## src/rtl/alu_pkg.sv

```systemverilog
// Shared definitions for the ALU family: operation encoding and serial FSM states.
package alu_pkg;

    localparam logic [3:0] ALU_ADD  = 4'b0000;
    localparam logic [3:0] ALU_SUB  = 4'b0001;
    localparam logic [3:0] ALU_AND  = 4'b0010;
    localparam logic [3:0] ALU_OR   = 4'b0011;
    localparam logic [3:0] ALU_XOR  = 4'b0100;
    localparam logic [3:0] ALU_SLT  = 4'b0101;
    localparam logic [3:0] ALU_SLTU = 4'b0110;

    typedef enum logic [1:0] {
        IDLE = 2'b00,
        RUN  = 2'b01,
        DONE = 2'b10
    } state_e;

    // Ops that run through the adder as A + ~B + 1.
    function automatic logic uses_sub(input logic [3:0] op);
        return (op == ALU_SUB) || (op == ALU_SLT) || (op == ALU_SLTU);
    endfunction

endpackage

```

## src/rtl/alu_nibble_slice.sv

```systemverilog
// One 4-bit ALU slice; the serial unit reuses it for every nibble.
module alu_nibble_slice
    import alu_pkg::*;
(
    input  logic [3:0] a,
    input  logic [3:0] b,
    input  logic [3:0] op,
    input  logic       carry_in,
    output logic [3:0] result,
    output logic       carry_out
);

    logic [3:0] b_eff;
    logic [4:0] sum;

    // Adder shared by arithmetic ops; B inverted for subtract-style ops.
    always_comb begin
        b_eff = uses_sub(op) ? ~b : b;
        sum   = {1'b0, a} + {1'b0, b_eff} + {4'b0000, carry_in};
    end

    // Select the nibble result; logic ops and unknown codes produce no carry.
    always_comb begin
        result    = 4'h0;
        carry_out = 1'b0;
        case (op)
            ALU_ADD, ALU_SUB, ALU_SLT, ALU_SLTU: begin
                result    = sum[3:0];
                carry_out = sum[4];
            end
            ALU_AND: result = a & b;
            ALU_OR:  result = a | b;
            ALU_XOR: result = a ^ b;
            default: begin
                result    = 4'h0;
                carry_out = 1'b0;
            end
        endcase
    end

endmodule

```

## src/rtl/serial_alu_unit.sv

```systemverilog
// Nibble-serial ALU: one 4-bit slice per cycle, carry chained through a flop.
module serial_alu_unit
    import alu_pkg::*;
#(
    parameter int unsigned NIBBLES = 8
) (
    input  logic                 clk,
    input  logic                 rst_n,
    input  logic                 in_valid,
    output logic                 in_ready,
    input  logic [4*NIBBLES-1:0] A,
    input  logic [4*NIBBLES-1:0] B,
    input  logic [3:0]           ALUControl,
    output logic                 out_valid,
    input  logic                 out_ready,
    output logic [4*NIBBLES-1:0] Result,
    output logic                 Zero,
    output logic                 busy
);

    localparam int unsigned W  = 4 * NIBBLES;
    localparam int unsigned CW = $clog2(NIBBLES);
    localparam logic [CW-1:0] LAST = CW'(NIBBLES - 1);

    state_e        state_q, state_d;
    logic [CW-1:0] cnt_q, cnt_d;
    logic          carry_q, carry_d;
    logic [W-1:0]  a_q, a_d;
    logic [W-1:0]  b_q, b_d;
    logic [3:0]    op_q, op_d;
    // Partial result of the op in flight; kept apart so Result holds until the next DONE.
    logic [W-5:0]  acc_q, acc_d;
    logic [W-1:0]  result_q, result_d;

    logic [3:0]    nib_res;
    logic          nib_cout;
    logic          slt_flag;
    logic [W-1:0]  final_res;

    alu_nibble_slice u_slice (
        .a         (a_q[3:0]),
        .b         (b_q[3:0]),
        .op        (op_q),
        .carry_in  (carry_q),
        .result    (nib_res),
        .carry_out (nib_cout)
    );

    // Last-nibble finalisation: compares reduce to a single flag bit.
    always_comb begin
        // On the last nibble a_q[3]/b_q[3] are the operand sign bits.
        slt_flag = nib_res[3] ^ ((a_q[3] != b_q[3]) && (nib_res[3] != a_q[3]));
        case (op_q)
            ALU_SLT:  final_res = {{(W - 1){1'b0}}, slt_flag};
            ALU_SLTU: final_res = {{(W - 1){1'b0}}, ~nib_cout};
            default:  final_res = {nib_res, acc_q};
        endcase
    end

    // FSM next state and datapath updates.
    always_comb begin
        state_d  = state_q;
        cnt_d    = cnt_q;
        carry_d  = carry_q;
        a_d      = a_q;
        b_d      = b_q;
        op_d     = op_q;
        acc_d    = acc_q;
        result_d = result_q;
        unique case (state_q)
            IDLE: begin
                if (in_valid) begin
                    a_d     = A;
                    b_d     = B;
                    op_d    = ALUControl;
                    cnt_d   = '0;
                    carry_d = uses_sub(ALUControl);
                    state_d = RUN;
                end
            end
            RUN: begin
                a_d     = {4'h0, a_q[W-1:4]};
                b_d     = {4'h0, b_q[W-1:4]};
                acc_d   = {nib_res, acc_q[W-5:4]};
                carry_d = nib_cout;
                cnt_d   = cnt_q + 1'b1;
                if (cnt_q == LAST) begin
                    result_d = final_res;
                    cnt_d    = '0;
                    carry_d  = 1'b0;
                    state_d  = DONE;
                end
            end
            DONE: begin
                if (out_ready) begin
                    state_d = IDLE;
                end
            end
            default: state_d = IDLE;
        endcase
    end

    // State registers with synchronous active-low reset.
    always_ff @(posedge clk) begin
        if (!rst_n) begin
            state_q  <= IDLE;
            cnt_q    <= '0;
            carry_q  <= 1'b0;
            a_q      <= '0;
            b_q      <= '0;
            op_q     <= '0;
            acc_q    <= '0;
            result_q <= '0;
        end else begin
            state_q  <= state_d;
            cnt_q    <= cnt_d;
            carry_q  <= carry_d;
            a_q      <= a_d;
            b_q      <= b_d;
            op_q     <= op_d;
            acc_q    <= acc_d;
            result_q <= result_d;
        end
    end

    // Handshake and status outputs decoded from the registered state.
    always_comb begin
        in_ready  = (state_q == IDLE);
        out_valid = (state_q == DONE);
        busy      = (state_q != IDLE);
        Result    = result_q;
        Zero      = (result_q == '0);
    end

endmodule
```

## config.mk

```make
export PLATFORM = sky130hd
export DESIGN_NAME = serial_alu_unit
export DESIGN_NICKNAME = d
export VERILOG_FILES = /design/src/rtl/alu_pkg.sv /design/src/rtl/alu_nibble_slice.sv /design/src/rtl/serial_alu_unit.sv
export SDC_FILE = /design/constraint.sdc
export NUM_CORES = 1
export LEC_CHECK = 0
export ABC_AREA = 1
export CORE_ASPECT_RATIO = 1.5
export CORE_MARGIN = 1
export CORE_UTILIZATION = 49
export CTS_BUF_LIST = sky130_fd_sc_hd__clkbuf_4
export CTS_CLUSTER_DIAMETER = 30
export DETAILED_ROUTE_END_ITERATION = 8
export HOLD_SLACK_MARGIN = 0.15
export PLACE_DENSITY = 0.82
export SLEW_MARGIN = 20
export SYNTH_ARGS = -nofsm -noshare
export SYNTH_HDL_FRONTEND = slang
export SYNTH_SLANG_ARGS = --single-unit
```

## constraint.sdc

```tcl
create_clock -name clk -period 2.2 [get_ports clk]
set_input_delay 0.33 -clock clk [delete_from_list [all_inputs] [get_ports clk]]
set_output_delay 0.33 -clock clk [all_outputs]
set_load 0.01 [all_outputs]
```

# [Word-level counts from Yosys, hierarchy flattened]
# Index checks and enable logic that the tools add are counted.
[word_totals] regBits=134 latchBits=0 ramBits=0 romBits=0 in_bits=72 output_inout_bits=36 wordCells=67 n_memories=0
[op_classes] n_addsub=3 mul=0 n_div=0 n_lt_le_gt_ge=0 eq_ne=17 shifts=0 mux=18 bitwise_logic=6 n_reduce_logical=15
[op_table] operator="case mux 32 bit (2 select lines)" n=3
[op_table] operator="2-to-1 mux 32 bit" n=2
[op_table] operator="logical NOT 32 bit" n=1
[op_table] operator="== test 4 x 3 -> 1 bit (second input constant)" n=5
[op_table] operator="case mux 4 bit (4 select lines)" n=1
[op_table] operator="== test 4 x 1 -> 1 bit (second input constant)" n=2
[op_table] operator="== test 4 x 2 -> 1 bit (second input constant)" n=2
[op_table] operator="2-to-1 mux 2 bit" n=3
[op_table] operator="2-to-1 mux 3 bit" n=2
[op_table] operator="case mux 2 bit (3 select lines)" n=1
[op_table] operator="case mux 3 bit (2 select lines)" n=1
[op_table] operator="AND reduction 2 bit" n=3
[op_table] operator="adder 4 x 4 -> 5 bit" n=1
[op_table] operator="adder 5 x 1 -> 5 bit" n=1
[op_table] operator="AND 4 bit" n=1
[op_table] operator="logical NOT 4 bit" n=1
[op_table] operator="logical OR 1 bit" n=4
[op_table] operator="2-to-1 mux 4 bit" n=1
[op_table] operator="!= test 2 bit (second input constant)" n=2
[op_table] operator="NOT 4 bit" n=1
[op_table] operator="bitwise OR 4 bit" n=1
[op_table] operator="nonzero test 2 bit" n=2
[op_table] operator="OR reduction 4 bit" n=1
[op_table] operator="XOR 4 bit" n=1
[op_table] operator="13 further kinds" n=16

# [Depth between registers and ports, before layout]
# Gate-level depths: netlist (run 1).
[depth] word_depth=11 ltp_mapped=13 depth_no_buf=13

# [By module]
# A second synthesis (run 1) with hierarchy kept.
[unflattened] cells_unflattened=914 area_unflattened_um2=6184.7
[modules_own_cells] mod="serial_alu_unit" instances=1 cells_each=816 area_per_inst_um2=5621.6 seq_area_each_um2=2682.6
[modules_own_cells] mod="alu_nibble_slice" instances=1 cells_each=98 area_per_inst_um2=563.0 seq_area_each_um2=0.0

# [Worst setup path before layout (run 1)]
# No wires, ideal clock.
[synth_path] path_kind="register to register" start="register op_q[2]" end="register acc_q[26]" setup_ns=0.115 t_arrival_ns=2.319 required_time_ns=2.085 path_slack_ns=-0.235 path_stages_with_launch=13 n_path_buf=0 synth_period_minus_slack_ns=2.435 path_cell_list="dfxtp_1 -> inv_1 -> nor2_2 -> nand2_2 -> nand2_1 -> xor2_1 -> fa_1 -> fa_1 -> or2_2 -> nand3_1 -> nand2_1 -> o21ai_0 -> inv_1"
[synth_between] elab_chain_len=7 elab_cells_between_ends=14 classes_between="2 x add/sub; 6 x eq/ne; 2 x mux; 4 x reduce/logical"
[synth_rtl] item="start, declared" line="serial_alu_unit.sv:30" text="logic [3:0] op_q, op_d;"
[synth_rtl] item="start signal, assigned" line="serial_alu_unit.sv:120" text="op_q <= op_d;"
[synth_rtl] item="== test 4 x 1 -> 1 bit / == test 4 x 3 -> 1 bit (equally long branches)" line="alu_pkg.sv:20, alu_nibble_slice.sv:26"
[synth_rtl] item="logical OR 1 bit (2 in a row)" line="alu_pkg.sv:20" text="return (op == ALU_SUB) || (op == ALU_SLT) || (op == ALU_SLTU);"
[synth_rtl] item="2-to-1 mux 4 bit" line="alu_nibble_slice.sv:18" text="b_eff = uses_sub(op) ? ~b : b;"
[synth_rtl] item="adder 4 x 4 -> 5 bit" line="alu_nibble_slice.sv:19" text="sum = {1'b0, a} + {1'b0, b_eff} + {4'b0000, carry_in};"
[synth_rtl] item="adder 5 x 1 -> 5 bit" line="alu_nibble_slice.sv:19"
[synth_rtl] item="case mux 4 bit (4 select lines) *" line="alu_nibble_slice.sv:26" text="case (op)"
[synth_rtl] item="end signal, assigned" line="serial_alu_unit.sv:112" text="acc_q <= '0;"
[synth_rtl] item="end signal, assigned" line="serial_alu_unit.sv:121" text="acc_q <= acc_d;"
[synth_rtl] item="end, declared" line="serial_alu_unit.sv:32" text="logic [W-5:0] acc_q, acc_d;"
# Mark *: on every way between the ends. The rest lies on a longest branch, timed or not.
# A chain may end at the register's enable or synchronous reset.

# [Worst setup path in the final report (run 1)]
[layout_path] start="register op_q[1]" end="register result_q[0] (netlist: Result[0])"
[layout_between] elab_chain_len=11 elab_cells_between_ends=20 classes_between="2 x add/sub; 7 x eq/ne; 4 x mux; 2 x bitwise; 5 x reduce/logical"
[layout_rtl] item="== test 4 x 1 -> 1 bit / == test 4 x 3 -> 1 bit (equally long branches)" line="alu_pkg.sv:20, alu_nibble_slice.sv:26, serial_alu_unit.sv:53"
[layout_rtl] item="logical OR 1 bit (2 in a row)" line="alu_pkg.sv:20"
[layout_rtl] item="2-to-1 mux 4 bit" line="alu_nibble_slice.sv:18"
[layout_rtl] item="adder 4 x 4 -> 5 bit" line="alu_nibble_slice.sv:19"
[layout_rtl] item="adder 5 x 1 -> 5 bit" line="alu_nibble_slice.sv:19"
[layout_rtl] item="case mux 4 bit (4 select lines)" line="alu_nibble_slice.sv:26"
[layout_rtl] item="!= test 1 bit" line="serial_alu_unit.sv:52" text="slt_flag = nib_res[3] ^ ((a_q[3] != b_q[3]) && (nib_res[3] != a_q[3]));"
[layout_rtl] item="logical AND 1 bit" line="serial_alu_unit.sv:52"
[layout_rtl] item="XOR 1 bit" line="serial_alu_unit.sv:52"
[layout_rtl] item="case mux 32 bit (2 select lines) *" line="serial_alu_unit.sv:53" text="case (op_q)"
[layout_rtl] item="end signal, assigned" line="serial_alu_unit.sv:122" text="result_q <= result_d;"
[layout_rtl] item="end, declared" line="serial_alu_unit.sv:33" text="logic [W-1:0] result_q, result_d;"
# Marks and branches as above.

==> results of run 1 <==
-- layer usage --
metal	GRT usage [%]	vias to the layer above	wire [um]
met5	0	-	0
met4	11.7	0	476
li1	-	2738	-
met2	40.6	151	6800
met3	5.33	31	606
met1	24.9	2415	5420
-- worst min path at each step --
stage	from	to	slack, ns	cells after the start
after floorplan	acc_q[0]$_SDFFE_PN0P_	acc_q[0]$_SDFFE_PN0P_	0.42	2
after global placement	acc_q[0]$_SDFFE_PN0P_	acc_q[0]$_SDFFE_PN0P_	0.44	2
after detailed placement	acc_q[1]$_SDFFE_PN0P_	Result[1]$_SDFFE_PN0P_	0.45	2
after CTS	rst_n	state_q[0]$_SDFFE_PN0P_	0.26	3
after global routing	rst_n	state_q[0]$_SDFFE_PN0P_	0.28	3
final	rst_n	state_q[0]$_SDFFE_PN0P_	0.31	3
-- power by group --
| part | internal, mW | total, mW | switching, mW |
|---|---|---|---|
| Sequential | 2.61 | 2.72 | 0.118 |
| Clock | 0.808 | 1.71 | 0.898 |
| Combinational | 0.415 | 0.913 | 0.498 |
-- tightest hold or removal path: stages --
cell	delay, ns
buf_2	0.12
buf_4	0.22
o21a_1	0.13
-- state kept, by name, summed over array words and instances (netlist names) --
name,cells
Result,32
a_q,32
acc_q,28
b_q,32
carry_q,1
cnt_q,3
op_q,4
state_q,2
-- metrics by stage --
step,instances,hold slack [ns]
2_1_floorplan,758,0.424
3_3_place_gp,981,0.442
3_5_place_dp,981,0.453
4_1_cts,1014,0.263
5_1_grt,1018,0.283
6_report,1018,0.306
-- cells in the mapped netlist (4+ instances only) --
master / instances / area, sq um
ha_1: 13 / 163
o21ai_1: 5 / 25.0
nor2_1: 66 / 248
nand2_2: 4 / 25.0
a21oi_1: 53 / 265
nor4_1: 8 / 50.1
o21ai_0: 89 / 445
xor2_1: 4 / 35.0
dfxtp_1: 134 / 2680
nor2_2: 4 / 25.0
a31oi_1: 57 / 357
buf_2: 25 / 125
nand2_1: 209 / 785
inv_2: 4 / 15.0
clkbuf_1: 22 / 82.6
nand3_1: 19 / 95.1
inv_1: 24 / 90.1
-- area by class of cell --
class | instances | area (sq um) | area share (%)
Antenna cell | 1 | 2.50 | 0.0340
Clock buffer | 19 | 143 | 1.94
Clock inverter | 13 | 154 | 2.09
Inverter | 28 | 108 | 1.46
Multi-Input combinational cell | 544 | 2780 | 37.7
Sequential cell | 134 | 2690 | 36.5
Tap cell | 147 | 184 | 2.50
Timing Repair Buffer | 132 | 1300 | 17.7
-- timing repair --
| item | 4_1_cts | 5_1_grt |
|---|---|---|
| buffers inserted | 1 | 3 |
| hold buffers | 0 | 0 |
| pin swaps | 7 | 12 |
| setup endpoints to repair | 3 | 8 |
| endpoints found under the hold margin | 0 | 0 |
| resized for setup | 9 | 16 |
-- kinds of logic after synthesis --
group	count (synthesis)	share of synthesized area [%]
AND/OR/NAND/NOR	318	22.7
adder cells (fa/ha/maj)	15	3.57
XOR/XNOR	4	0.616
AO/OA/AOI/OAI	207	19.6
buffers and inverters	80	6.29
flip-flops	134	47.2
==> run_results.csv, run 1 <==
group,metric,value,unit
die,die_h,134,um
routing,drtPass1Iterations,4,
cells_and_area,postLayoutCellArea,7360,sq um
routing,ant_nets,0,
synthesis,synth-seq-cells,134,
timing,finalHoldViolations,0,
critical_path,critPathMaxFanout,4,
placed_design,place_hpwl,8860,um
critical_path,r2r-start,"op_q[1]$_SDFFE_PN0P_",
critical_path,max_stage_delay,0.38,ns
synthesis,avgSynthCellArea,7.50,sq um
clock_network,ctsRootBufferMaster,"clkbuf_4",
cells_and_area,final_nets,944,
critical_path,end_kind,"flop",
timing,worst_slew_pin_slew,0.569,ns
die,die_area,12000,sq um
routing,routed_wl,13300,um
routing,viasPerCell,5.24,
timing,period_minus_slack,2.17,ns
cells_and_area,synthToLayoutAreaGrowth,29.5,%
timing,fmax,0.460,GHz
critical_path,timing.rr.end,"Result[0]$_SDFFE_PN0P_",
pwr,p_per_area,726,nW/um^2
die,core_area,11200,sq um
placed_design,portBuffers,107,
cells_and_area,drive_gt1_share,10.8,%
clock_network,clk_latency,0.53,ns
cells_and_area,final_common_cell,"nand2_1",
pwr,power.total,5.34,mW
die,die_w,90.0,um
timing,fin_ws,0.0258,ns
critical_path,cp_num_buf_inv,1,
clock_network,numCtsBuffers,17,
synthesis,synth.distinct_cells,29,
grt,grt_start_max_net_pins,88,
timing,finalSetupViolations,0,
synthesis,synth_flop_cell,"dfxtp_1",
critical_path,crit_chain,"inv_4 > nand3b_1 > nand2_4 > xor2_2 > fa_2 > fa_2 > a21oi_2 > o21bai_1 > nor2_1 > nor2_1 > a21oi_1",
grt,grt_overflow,0,
synthesis,syn-cell-area,5690,sq um
routing,num_vias,5335,
grt,grt_first_pass_wirelength,22000,um
synthesis,ys_seq_area_share,47.2,%
routing,wl_per_cell,13.1,um
placed_design,post_dp_cell_area,6930,sq um
critical_path,crit_family,"adder cells",
cells_and_area,fillCellCount,956,
synthesis,synth-edff-count,0,
timing,tns,0,ns
clock_network,clockBufferDepth,2,
cells_and_area,layout_common_cells,"nand2_1 (206), dfxtp_1 (130), clkdlybuf4s50_1 (105), o21ai_0 (88), nor2_1 (66)",
pwr,vdd_drop_max,0.431,mV
die,ios,108,
grt,grt_usage,22.7,%
critical_path,r2r_slack,0.03,ns
timing,report.final.slew_viol_count,0,
pwr,p_leak,2.90,nW
die,num_rows,47,
critical_path,required,2.66,ns
routing,drc,0,
timing,rsz0062_at_grt,"true",
routing,drt_iter0_markers,288,
min_path,hold_class,"in -> reg",
placed_design,dp_slack,-0.0491,ns
critical_path,cp.arrival,2.63,ns
critical_path,cpMaxStageDelayCell,"fa_2",
timing,skew,0.0173,ns
placed_design,finalWeightedCongestion,0.897,
critical_path,rr_worst_depth,11,
clock_network,cts_tree,"built",
clock_network,clock_sinks,134,
critical_path,cp-endpoint,"Result[0]$_SDFFE_PN0P_",
timing,relSlewSlack,62.0,%
critical_path,crit_start,"op_q[1]$_SDFFE_PN0P_",
synthesis,ys_warn_count,0,
cells_and_area,fin_util,65.9,%
job,cap_violations,0,
synthesis,syn_nets,845,
clock_network,clk_pin_slew,0.11,ns
grt,antenna_found_initial,1,
clock_network,htree_num_levels,4,
critical_path,critical_path_class,"reg -> reg",
grt,first_global_vias,4923,
timing,finalCritPeriodShare,98.8,%
critical_path,critical_path_depth,11,
synthesis,synth-async-reset-ratio,0,%
critical_path,start_kind,"flop",
outcome,outcome,"complete, no violations",
die,start_util,50.9,%
synthesis,syn_inst,758,
Note: power is estimated with default switching activity, not from simulation.
==> run 2, diff against run 1 <==
--- a/config.mk
+++ b/config.mk
@@ -12,9 +12,7 @@
 export CTS_BUF_LIST = sky130_fd_sc_hd__clkbuf_4
 export CTS_CLUSTER_DIAMETER = 30
 export DETAILED_ROUTE_END_ITERATION = 8
-export HOLD_SLACK_MARGIN = 0.15
 export PLACE_DENSITY = 0.82
-export SLEW_MARGIN = 20
 export SYNTH_ARGS = -nofsm -noshare
 export SYNTH_HDL_FRONTEND = slang
 export SYNTH_SLANG_ARGS = --single-unit
==> results of run 2 <==
Final layout, timing and power as in run 1 (identical DEF).
==> run 3, diff against run 2 <==
--- a/config.mk
+++ b/config.mk
@@ -11,8 +11,10 @@
 export CORE_UTILIZATION = 49
 export CTS_BUF_LIST = sky130_fd_sc_hd__clkbuf_4
 export CTS_CLUSTER_DIAMETER = 30
+export CTS_CLUSTER_SIZE = 10
 export DETAILED_ROUTE_END_ITERATION = 8
 export PLACE_DENSITY = 0.82
+export SETUP_SLACK_MARGIN = 0.15
 export SYNTH_ARGS = -nofsm -noshare
 export SYNTH_HDL_FRONTEND = slang
 export SYNTH_SLANG_ARGS = --single-unit
==> run_results.csv, run 3 (same netlist as run 1, synthesis figures left out) <==
group,metric,value,unit
critical_path,crit_chain,"inv_4 > nand3b_1 > nand2_4 > xor2_2 > fa_2 > fa_2 > or2_4 > nand3_2 > nand2_2 > o21ai_2 > inv_1",
timing,finalHoldViolations,0,
cells_and_area,diodes,0,
cells_and_area,final_common_cell,"nand2_1",
cells_and_area,fin_util,66.4,%
die,die_area,12000,sq um
cells_and_area,seq_area,2700,sq um
die,ios,108,
cells_and_area,drive_gt1_share,12.9,%
timing,period_minus_slack,2.18,ns
pwr,switching_share,29.1,%
die,core_area,11200,sq um
timing,relSlewSlack,51.6,%
critical_path,critical_path_class,"reg -> reg",
timing,rsz0062_at_grt,"true",
critical_path,r2r_slack,0.02,ns
routing,routed_wl,13600,um
placed_design,finalWeightedCongestion,0.841,
grt,grt_first_pass_wirelength,22700,um
grt,grt_overflow,0,
die,die_h,134,um
routing,ant_nets,0,
die,num_rows,47,
routing,drtPass1Iterations,4,
outcome,outcome,"complete, no violations",
clock_network,htree_num_levels,4,
pwr,vdd_drop_max,0.429,mV
pwr,p_per_area,706,nW/um^2
clock_network,clock_sinks,134,
cells_and_area,synthToLayoutAreaGrowth,30.4,%
critical_path,end_kind,"flop",
routing,num_vias,5349,
routing,wl_per_cell,13.3,um
clock_network,ctsRootBufferMaster,"clkbuf_4",
critical_path,required,2.64,ns
timing,fmax,0.458,GHz
pwr,power.total,5.23,mW
pwr,p_sw,1.52,mW
pwr,seqPwrFrac,52.1,%
die,start_util,50.9,%
min_path,hold_path_end,"a_q[18]$_SDFFE_PN0P_",
job,cap_violations,0,
pwr,combPwrFrac,18.0,%
timing,skew,0.0190,ns
critical_path,r2r-start,"op_q[1]$_SDFFE_PN0P_",
critical_path,critical_path_depth,11,
grt,grt_start_max_net_pins,87,
min_path,hold_class,"in -> reg",
critical_path,rr_worst_depth,11,
clock_network,cts_tree,"built",
critical_path,cp_num_buf_inv,2,
clock_network,numCtsBuffers,17,
critical_path,crit_family,"adder cells",
routing,viasPerCell,5.25,
die,die_w,90.0,um
clock_network,postCtsHoldBufs,0,
critical_path,timing.rr.end,"acc_q[26]$_SDFFE_PN0P_",
placed_design,portBuffers,107,
pwr,p_leak,2.91,nW
cells_and_area,fillCellCount,995,
placed_design,place_hpwl,8810,um
critical_path,max_stage_delay,0.38,ns
clock_network,clk_pin_slew,0.12,ns
timing,finalSetupViolations,0,
cells_and_area,multi_input_area,2820,sq um
pwr,internal_power,3.71,mW
grt,first_global_vias,4988,
timing,worst_slew_pin_slew,0.725,ns
grt,antenna_found_initial,0,
timing,report.final.slew_viol_count,0,
routing,drc,0,
critical_path,start_kind,"flop",
routing,drt_iter0_markers,272,
cells_and_area,layout_common_cells,"nand2_1 (203), dfxtp_1 (126), clkdlybuf4s50_1 (105), o21ai_0 (86), nor2_1 (66)",
critical_path,critPathMaxFanout,4,
critical_path,cpMostUsedCell,"fa_2",
min_path,holdPathStages,3,
min_path,hold_path.startpoint,"rst_n",
pwr,p_clk_share,29.9,%
critical_path,cp.arrival,2.62,ns
grt,grt_usage,23.2,%
critical_path,cpMaxStageDelayCell,"fa_2",
clock_network,clockBufferDepth,2,
cells_and_area,final_nets,946,
timing,finalCritPeriodShare,99.2,%
clock_network,clk_latency,0.54,ns
[run 3: worst max-delay path by stage]
stage                                        from                endpoint  slack (ns)
final                        op_q[1]$_SDFFE_PN0P_  acc_q[26]$_SDFFE_PN0P_        0.02
after global routing         op_q[1]$_SDFFE_PN0P_  acc_q[26]$_SDFFE_PN0P_       -0.07
after CTS                 Result[30]$_SDFFE_PN0P_                    Zero        0.01
after detailed placement     op_q[3]$_SDFFE_PN0P_  acc_q[26]$_SDFFE_PN0P_        0.02
after global placement       op_q[3]$_SDFFE_PN0P_  acc_q[26]$_SDFFE_PN0P_        0.05
after floorplan              op_q[3]$_SDFFE_PN0P_  acc_q[26]$_SDFFE_PN0P_        0.07
[run 3: what timing repair did]
item,4_1_cts,5_1_grt
gates resized for setup,14,30
buffers inserted,7,6
pin swaps,10,14
endpoints found under the setup margin,8,9
[run 3: power by group through the flow]
| stage | clock network [mW] | registers, mW | logic [mW] |
|---|---|---|---|
| floorplan | 0 | 2.74 | 0.580 |
| global placement | 0 | 2.77 | 0.830 |
| detailed placement | 0 | 2.78 | 0.848 |
| CTS | 1.60 | 2.72 | 0.894 |
| global route | 1.70 | 2.75 | 1.06 |
| finish | 1.56 | 2.73 | 0.944 |
[run 3: worst register-to-register path, cell delays in order (launching register included)]
cell and delay, ns:
dfxtp_2 0.37, inv_4 0.05, nand3b_1 0.14, nand2_4 0.08
xor2_2 0.15, fa_2 0.37, fa_2 0.38, or2_4 0.26
nand3_2 0.07, nand2_2 0.06, o21ai_2 0.10, inv_1 0.05
[run 3: routing by layer]
metal / share of wire [%] / GRT usage [%] / vias to the layer above
met5: 0 / 0 / -
met4: 2.7 / 11.5 / 0
met3: 3.8 / 4.25 / 27
met2: 53 / 42.4 / 129
met1: 41 / 25.9 / 2455
li1: - / - / 2738
[run 3: layout make-up]
cell class | instances | area share [%]
clock buffers | 18 | 1.82
clock inverters | 13 | 1.81
inverters | 28 | 1.45
multi-input cells | 544 | 38.1
flip-flops and latches | 134 | 36.4
well taps | 147 | 2.48
repair buffers | 134 | 18.0
[run 3: metrics by stage]
stage / hold slack, ns / cell area (sq um) / worst slack [ns] / instances / setup TNS (ns)
6_report: 0.226 / 7410 / 0.0171 / 1018 / 0
2_1_floorplan: 0.424 / 5720 / 0.0653 / 758 / 0
3_3_place_gp: 0.443 / 6890 / 0.0494 / 974 / 0
4_1_cts: 0.175 / 7260 / 0.0107 / 1012 / 0
3_5_place_dp: 0.454 / 6890 / 0.0156 / 974 / 0
5_1_grt: 0.214 / 7410 / -0.0737 / 1018 / -0.251
